===== config.mk =====
export PLATFORM = sky130hd
export DESIGN_NAME = fifo_flow
export DESIGN_NICKNAME = d
export VERILOG_FILES = /design/src/rtl/fifo_flow.sv
export SDC_FILE = /design/constraint.sdc
export NUM_CORES = 1
export LEC_CHECK = 0
export ABC_AREA = 0
export CAP_MARGIN = 20
export CORE_MARGIN = 3
export CORE_UTILIZATION = 40
export DETAILED_ROUTE_END_ITERATION = 8
export RECOVER_POWER = 25
export SLEW_MARGIN = 25
export SYNTH_ARGS = -nofsm -noshare
export SYNTH_HDL_FRONTEND = slang
export SYNTH_SLANG_ARGS = --single-unit

===== constraint.sdc =====
create_clock -name clk -period 3.95 [get_ports clk]
set_input_delay 1.185 -clock clk [delete_from_list [all_inputs] [get_ports clk]]
set_output_delay 1.185 -clock clk [all_outputs]
set_load 0.005 [all_outputs]

===== src/rtl/fifo_flow.sv =====
// Synchronous valid/ready FIFO with arbitrary depth, show-ahead or registered read,
// fill level, almost-full/almost-empty thresholds, synchronous flush and sticky error flags.
module fifo_flow #(
  parameter int DATA_WIDTH = 32,
  parameter int DEPTH      = 16,
  parameter int AF_THRESH  = 12,
  parameter int AE_THRESH  = 2,
  parameter int FWFT       = 1,
  localparam int LW        = $clog2(DEPTH + 1)
) (
  input  logic                  clk,
  input  logic                  reset,
  input  logic                  clear,
  input  logic [DATA_WIDTH-1:0] wr_data,
  input  logic                  wr_valid,
  output logic                  wr_ready,
  output logic [DATA_WIDTH-1:0] rd_data,
  output logic                  rd_valid,
  input  logic                  rd_ready,
  output logic [LW-1:0]         level,
  output logic                  almost_full,
  output logic                  almost_empty,
  output logic                  overflow,
  output logic                  underflow
);

  localparam int PW = (DEPTH > 2) ? $clog2(DEPTH) : 1;
  localparam logic [PW-1:0] LAST_PTR   = PW'(DEPTH - 1);
  localparam logic [LW-1:0] FULL_LEVEL = LW'(DEPTH);
  localparam logic [LW-1:0] AF_LEVEL   = LW'(AF_THRESH);
  localparam logic [LW-1:0] AE_LEVEL   = LW'(AE_THRESH);

  // Handshake: a write transfers on a clock edge where wr_valid && wr_ready; a read
  // transfers where rd_ready && level != 0. clear suppresses both and all flag updates.
  logic [DATA_WIDTH-1:0] mem [DEPTH];
  logic [PW-1:0]         wr_ptr;
  logic [PW-1:0]         rd_ptr;
  logic [LW-1:0]         level_q;
  logic                  overflow_q;
  logic                  underflow_q;
  logic                  full;
  logic                  empty;
  logic                  wr_fire;
  logic                  rd_fire;
  logic                  wr_block;
  logic                  rd_block;

  function automatic logic [PW-1:0] ptr_inc(input logic [PW-1:0] p);
    return (p == LAST_PTR) ? '0 : p + PW'(1);
  endfunction

  // Ready is derived from the registered level only, so rd_ready never reaches wr_ready.
  assign full     = (level_q == FULL_LEVEL);
  assign empty    = (level_q == '0);
  assign wr_ready = !full;
  assign wr_fire  = wr_valid && !full && !clear;
  assign wr_block = wr_valid && full && !clear;
  assign rd_fire  = rd_ready && !empty && !clear;
  assign rd_block = (FWFT == 0) && rd_ready && empty && !clear;

  assign level        = level_q;
  assign almost_full  = (level_q >= AF_LEVEL);
  assign almost_empty = (level_q <= AE_LEVEL);
  assign overflow     = overflow_q;
  assign underflow    = underflow_q;

  always_ff @(posedge clk or posedge reset) begin
    if (reset) begin
      wr_ptr      <= '0;
      rd_ptr      <= '0;
      level_q     <= '0;
      overflow_q  <= 1'b0;
      underflow_q <= 1'b0;
    end else if (clear) begin
      wr_ptr      <= '0;
      rd_ptr      <= '0;
      level_q     <= '0;
      overflow_q  <= 1'b0;
      underflow_q <= 1'b0;
    end else begin
      if (wr_fire) wr_ptr <= ptr_inc(wr_ptr);
      if (rd_fire) rd_ptr <= ptr_inc(rd_ptr);
      case ({wr_fire, rd_fire})
        2'b10:   level_q <= level_q + LW'(1);
        2'b01:   level_q <= level_q - LW'(1);
        default: level_q <= level_q;
      endcase
      if (wr_block) overflow_q  <= 1'b1;
      if (rd_block) underflow_q <= 1'b1;
    end
  end

  // Storage carries no reset; only the pointers and level define what is valid.
  always_ff @(posedge clk) begin
    if (wr_fire) mem[wr_ptr] <= wr_data;
  end

  generate
    if (FWFT != 0) begin : g_show_ahead
      assign rd_valid = !empty;
      assign rd_data  = empty ? '0 : mem[rd_ptr];
    end else begin : g_registered
      logic                  rd_valid_q;
      logic [DATA_WIDTH-1:0] rd_data_q;

      always_ff @(posedge clk or posedge reset) begin
        if (reset) begin
          rd_valid_q <= 1'b0;
          rd_data_q  <= '0;
        end else if (clear) begin
          rd_valid_q <= 1'b0;
        end else begin
          rd_valid_q <= rd_fire;
          if (rd_fire) rd_data_q <= mem[rd_ptr];
        end
      end

      assign rd_valid = rd_valid_q;
      assign rd_data  = rd_data_q;
    end
  endgenerate

endmodule

==> out/qor.csv <==
stage,metric,value,unit
die,# IOs,80,
placement,number of port buffers,78,
grt,Total GRT Usage,17.7,%
worst_setup_path,WP buf/inv,5,
worst_setup_path,Worst EP required,2.76,ns
power,Int Pwr,10800,µW
power,maximum vdd drop,339,µV
routing,via count,9908,
synthesis,synthesized area per cell,22.1,µm²
synthesis,Netlist cell types,54,
cts,clock sinks,526,
placement,gpl congestion,0.739,
grt,largest net degree at the start of global routing,39,
grt,initial antenna violation count,2,
layout,share of cells above drive strength 1,29.8,%
sta,Slew Limit Fails,0,
synthesis,Synth area leaders,"edfxtp_1 75%, mux4_2 14%, mux2i_1 3.3%, dfrtp_1 1.7%, o22ai_1 0.98%",
synthesis,Async SR Flop Fraction,2.66,%
worst_setup_path,crit path DAT,2.75,ns
layout,"commonest non-fill, non-tap cell in the layout",edfxtp_1,
routing,Final ANT Viol Nets,0,
run_status,status,finished clean,
placement,# placed instances,1676,
die,die area,54000,µm²
sta,skew final,0.0215,ns
sta,fmax,254,MHz
worst_setup_path,Setup Crit Path Kind,reg -> out,
synthesis,Yosys reg bits,526,
synthesis,Synth Area in Simple Gates,1.53,%
routing,drt drc,0,
synthesis,main combinational cell family by area after synthesis,multiplexers,
cts,TritonCTS Buffers,51,
die,starting utilization of the core area,40.7,%
sta,Worst-Margin Slew,0.617,ns
synthesis,Mapped Cells,928,
cts,clock root cell,clkbuf_16,
cts,htree depth,2,
worst_setup_path,CP max-delay cell,dfrtp_4,
die,Die Y,232,µm
routing,Avg WL per Cell,26.5,µm
synthesis,YS warnings,0,
power,sequential power share,43.0,%
synthesis,post-synthesis xor/xnor area fraction,0.171,%
routing,drt pass-1 iters,5,
power,clock power share,31.8,%
grt,first-pass GRT wire length,69.0,mm
synthesis,synthesized cell area,20500,µm²
sta,final worst path period share,99.7,%
sta,setup_tns,0,ns
worst_setup_path,startpoint types,register,
sta,relative slew slack,58.8,%
cts,worst skew pair latency,0.59,ns
routing,vias per cell,5.51,
synthesis,Yosys top cell area share,75.0,%
synthesis,adder-cell share of the synthesized area,0.427,%
synthesis,post-synthesis mux area share,17.3,%
worst_setup_path,Top delay family on crit path,buffers and inverters,
power,Overall Power,14600,µW
synthesis,Post-synth EDFFs,512,
cts,clock slew at reported path FFs,0.06,ns
sta,RSZ-0062 raised after global routing,yes,
sta,Period minus WS final,3.94,ns
layout,Final Cell Area,25100,µm²
power,Leak,0.00779,µW
layout,area delta synth->final,22.4,%
sta,Hold Fails Final Rpt,0,
synthesis,sequential share of the synthesized area,76.7,%
layout,most frequent cells in the layout,"512 x edfxtp_1, 128 x mux4_2, 54 x clkbuf_16",
die,Site Rows,82,
placement,DP Area,22800,µm²
grt,vias in the first global route,10000,
layout,Non-Filler Instances,1799,
synthesis,Syn Nets,972,
power,Sw Share,25.7,%
worst_setup_path,CP endpoint kind,primary output,
placement,Final HPWL DP,25.0,mm
grt,GRT overflow,0,
worst_setup_path,CP max stage delay,0.51,ns
cts,TritonCTS clock tree,built,
routing,DR iter-0 viols,1087,
die,Die W,232,µm
synthesis,"Primary FF master, synth",edfxtp_1,
power,sw power,3760,µW
die,core area,50400,µm²
layout,Final nets,1134,
run,max-cap viol count,0,
worst_setup_path,crit-path cells,buf_12 > buf_8 > buf_16 > buf_4 > mux4_2 > mux2i_2 > o22ai_2 > dlygate4sd2_1,
cts,hold_buf cts,0,
cts,maximum buffer depth of the clock tree,3,
power,Logic pwr share,25.2,%
worst_setup_path,worst-path maximum fanout,8,
routing,final WL,47.7,mm
synthesis,Synth Area in Compound Gates,2.34,%
synthesis,Yosys top cell by area,edfxtp_1,
power,pwr/cell area,582,nW/µm²
hold_path,worst min-delay path category,reg -> reg,
sta,count of final setup violators,0,
## power groups by stage
stage | registers (µW) | logic (µW) | clock network [µW]
after floorplan | 6390 | 1710 | 0
after CTS | 6270 | 3460 | 4750
after detailed placement | 6410 | 3020 | 0
after global placement | 6410 | 3020 | 0
final | 6270 | 3680 | 4650
after global routing | 6280 | 3940 | 4990
## worst min-delay path, stage by stage, from the launching register on
cell	delay (ns)
dfrtp_1	0.34
a31oi_1	0.04
nor2_1	0.07
## metal layers
layer	vias up	track usage, %	wire length [µm]
li1	4261	-	-
met1	5293	25.0	20700
met2	295	28.6	23600
met3	59	3.13	2580
met4	0	4.73	832
met5	-	0	0
## registers in the layout, indices dropped and copies added, names as in the netlist
register / cells
overflow: 1
mem: 512
rd_ptr: 4
level: 5
wr_ptr: 4
## final cells by class
cell class / count / area (µm²)
inverter: 6 / 22.5
multi-input combinational: 339 / 4840
antenna: 2 / 5.00
tap: 672 / 841
sequential: 526 / 15700
clock buffer: 63 / 1340
fill: 3966 / 25300
timing repair buffer: 166 / 2060
clock inverter: 25 / 236
## final timing paths
kind | to | from | cells past startpoint | slack, ns
max | rd_data[14] | rd_ptr[0]$_DFFE_PP0P_ | 8 | 0.01
min | overflow$_DFFE_PP0P_ | overflow$_DFFE_PP0P_ | 2 | 0.50
max reg2reg | level[4]$_DFFE_PP0P_ | level[0]$_DFFE_PP0P_ | 11 | 1.08
min reg2reg | overflow$_DFFE_PP0P_ | overflow$_DFFE_PP0P_ | 2 | 0.50
max in group asynchronous | rd_ptr[0]$_DFFE_PP0P_ | reset | 2 | 2.40
min in group asynchronous | level[1]$_DFFE_PP0P_ | reset | 2 | 1.11
## timing repair
item / CTS / global route
pin swaps: 0 / 1
cloned: 4 / 3
gates resized for setup: 69 / 13
endpoints found under the hold margin: 0 / 0
setup endpoints to repair: 32 / 10
buffers inserted: 10 / 16
## cell families after synthesis
logic type | after synthesis
DFF | 526
muxes | 195
AOI/OAI and AO/OA | 71
buffers and inverters | 63
and+or+nand+nor | 61
adders and majority gates | 7
xor gates and xnor gates | 4
other | 1
## cells in the mapped netlist, types with 4 or more instances
| cell type | n |
|---|---|
| mux4_2 | 128 |
| nor3_1 | 7 |
| edfxtp_1 | 512 |
| buf_4 | 4 |
| clkbuf_1 | 20 |
| o21ai_0 | 4 |
| nand2_1 | 10 |
| a21oi_1 | 8 |
| ha_1 | 7 |
| buf_1 | 11 |
| inv_1 | 6 |
| nor2_1 | 23 |
| dfrtp_1 | 14 |
| mux2i_1 | 67 |
| o211ai_1 | 5 |
| o22ai_1 | 32 |
| buf_2 | 20 |
## through the flow
| stage | hold WS [ns] | util, % | worst slack, ns |
|---|---|---|---|
| 2_1_floorplan | 0.486 | - | 0.0385 |
| 3_3_place_gp | 0.488 | 45.3 | 0.279 |
| 3_5_place_dp | 0.487 | 45.3 | 0.197 |
| 4_1_cts | 0.501 | 49.3 | -0.0893 |
| 5_1_grt | 0.541 | 49.8 | -0.0925 |
| 6_report | 0.496 | 49.8 | 0.0115 |
No activity file was read; power rests on OpenSTA's default activity.
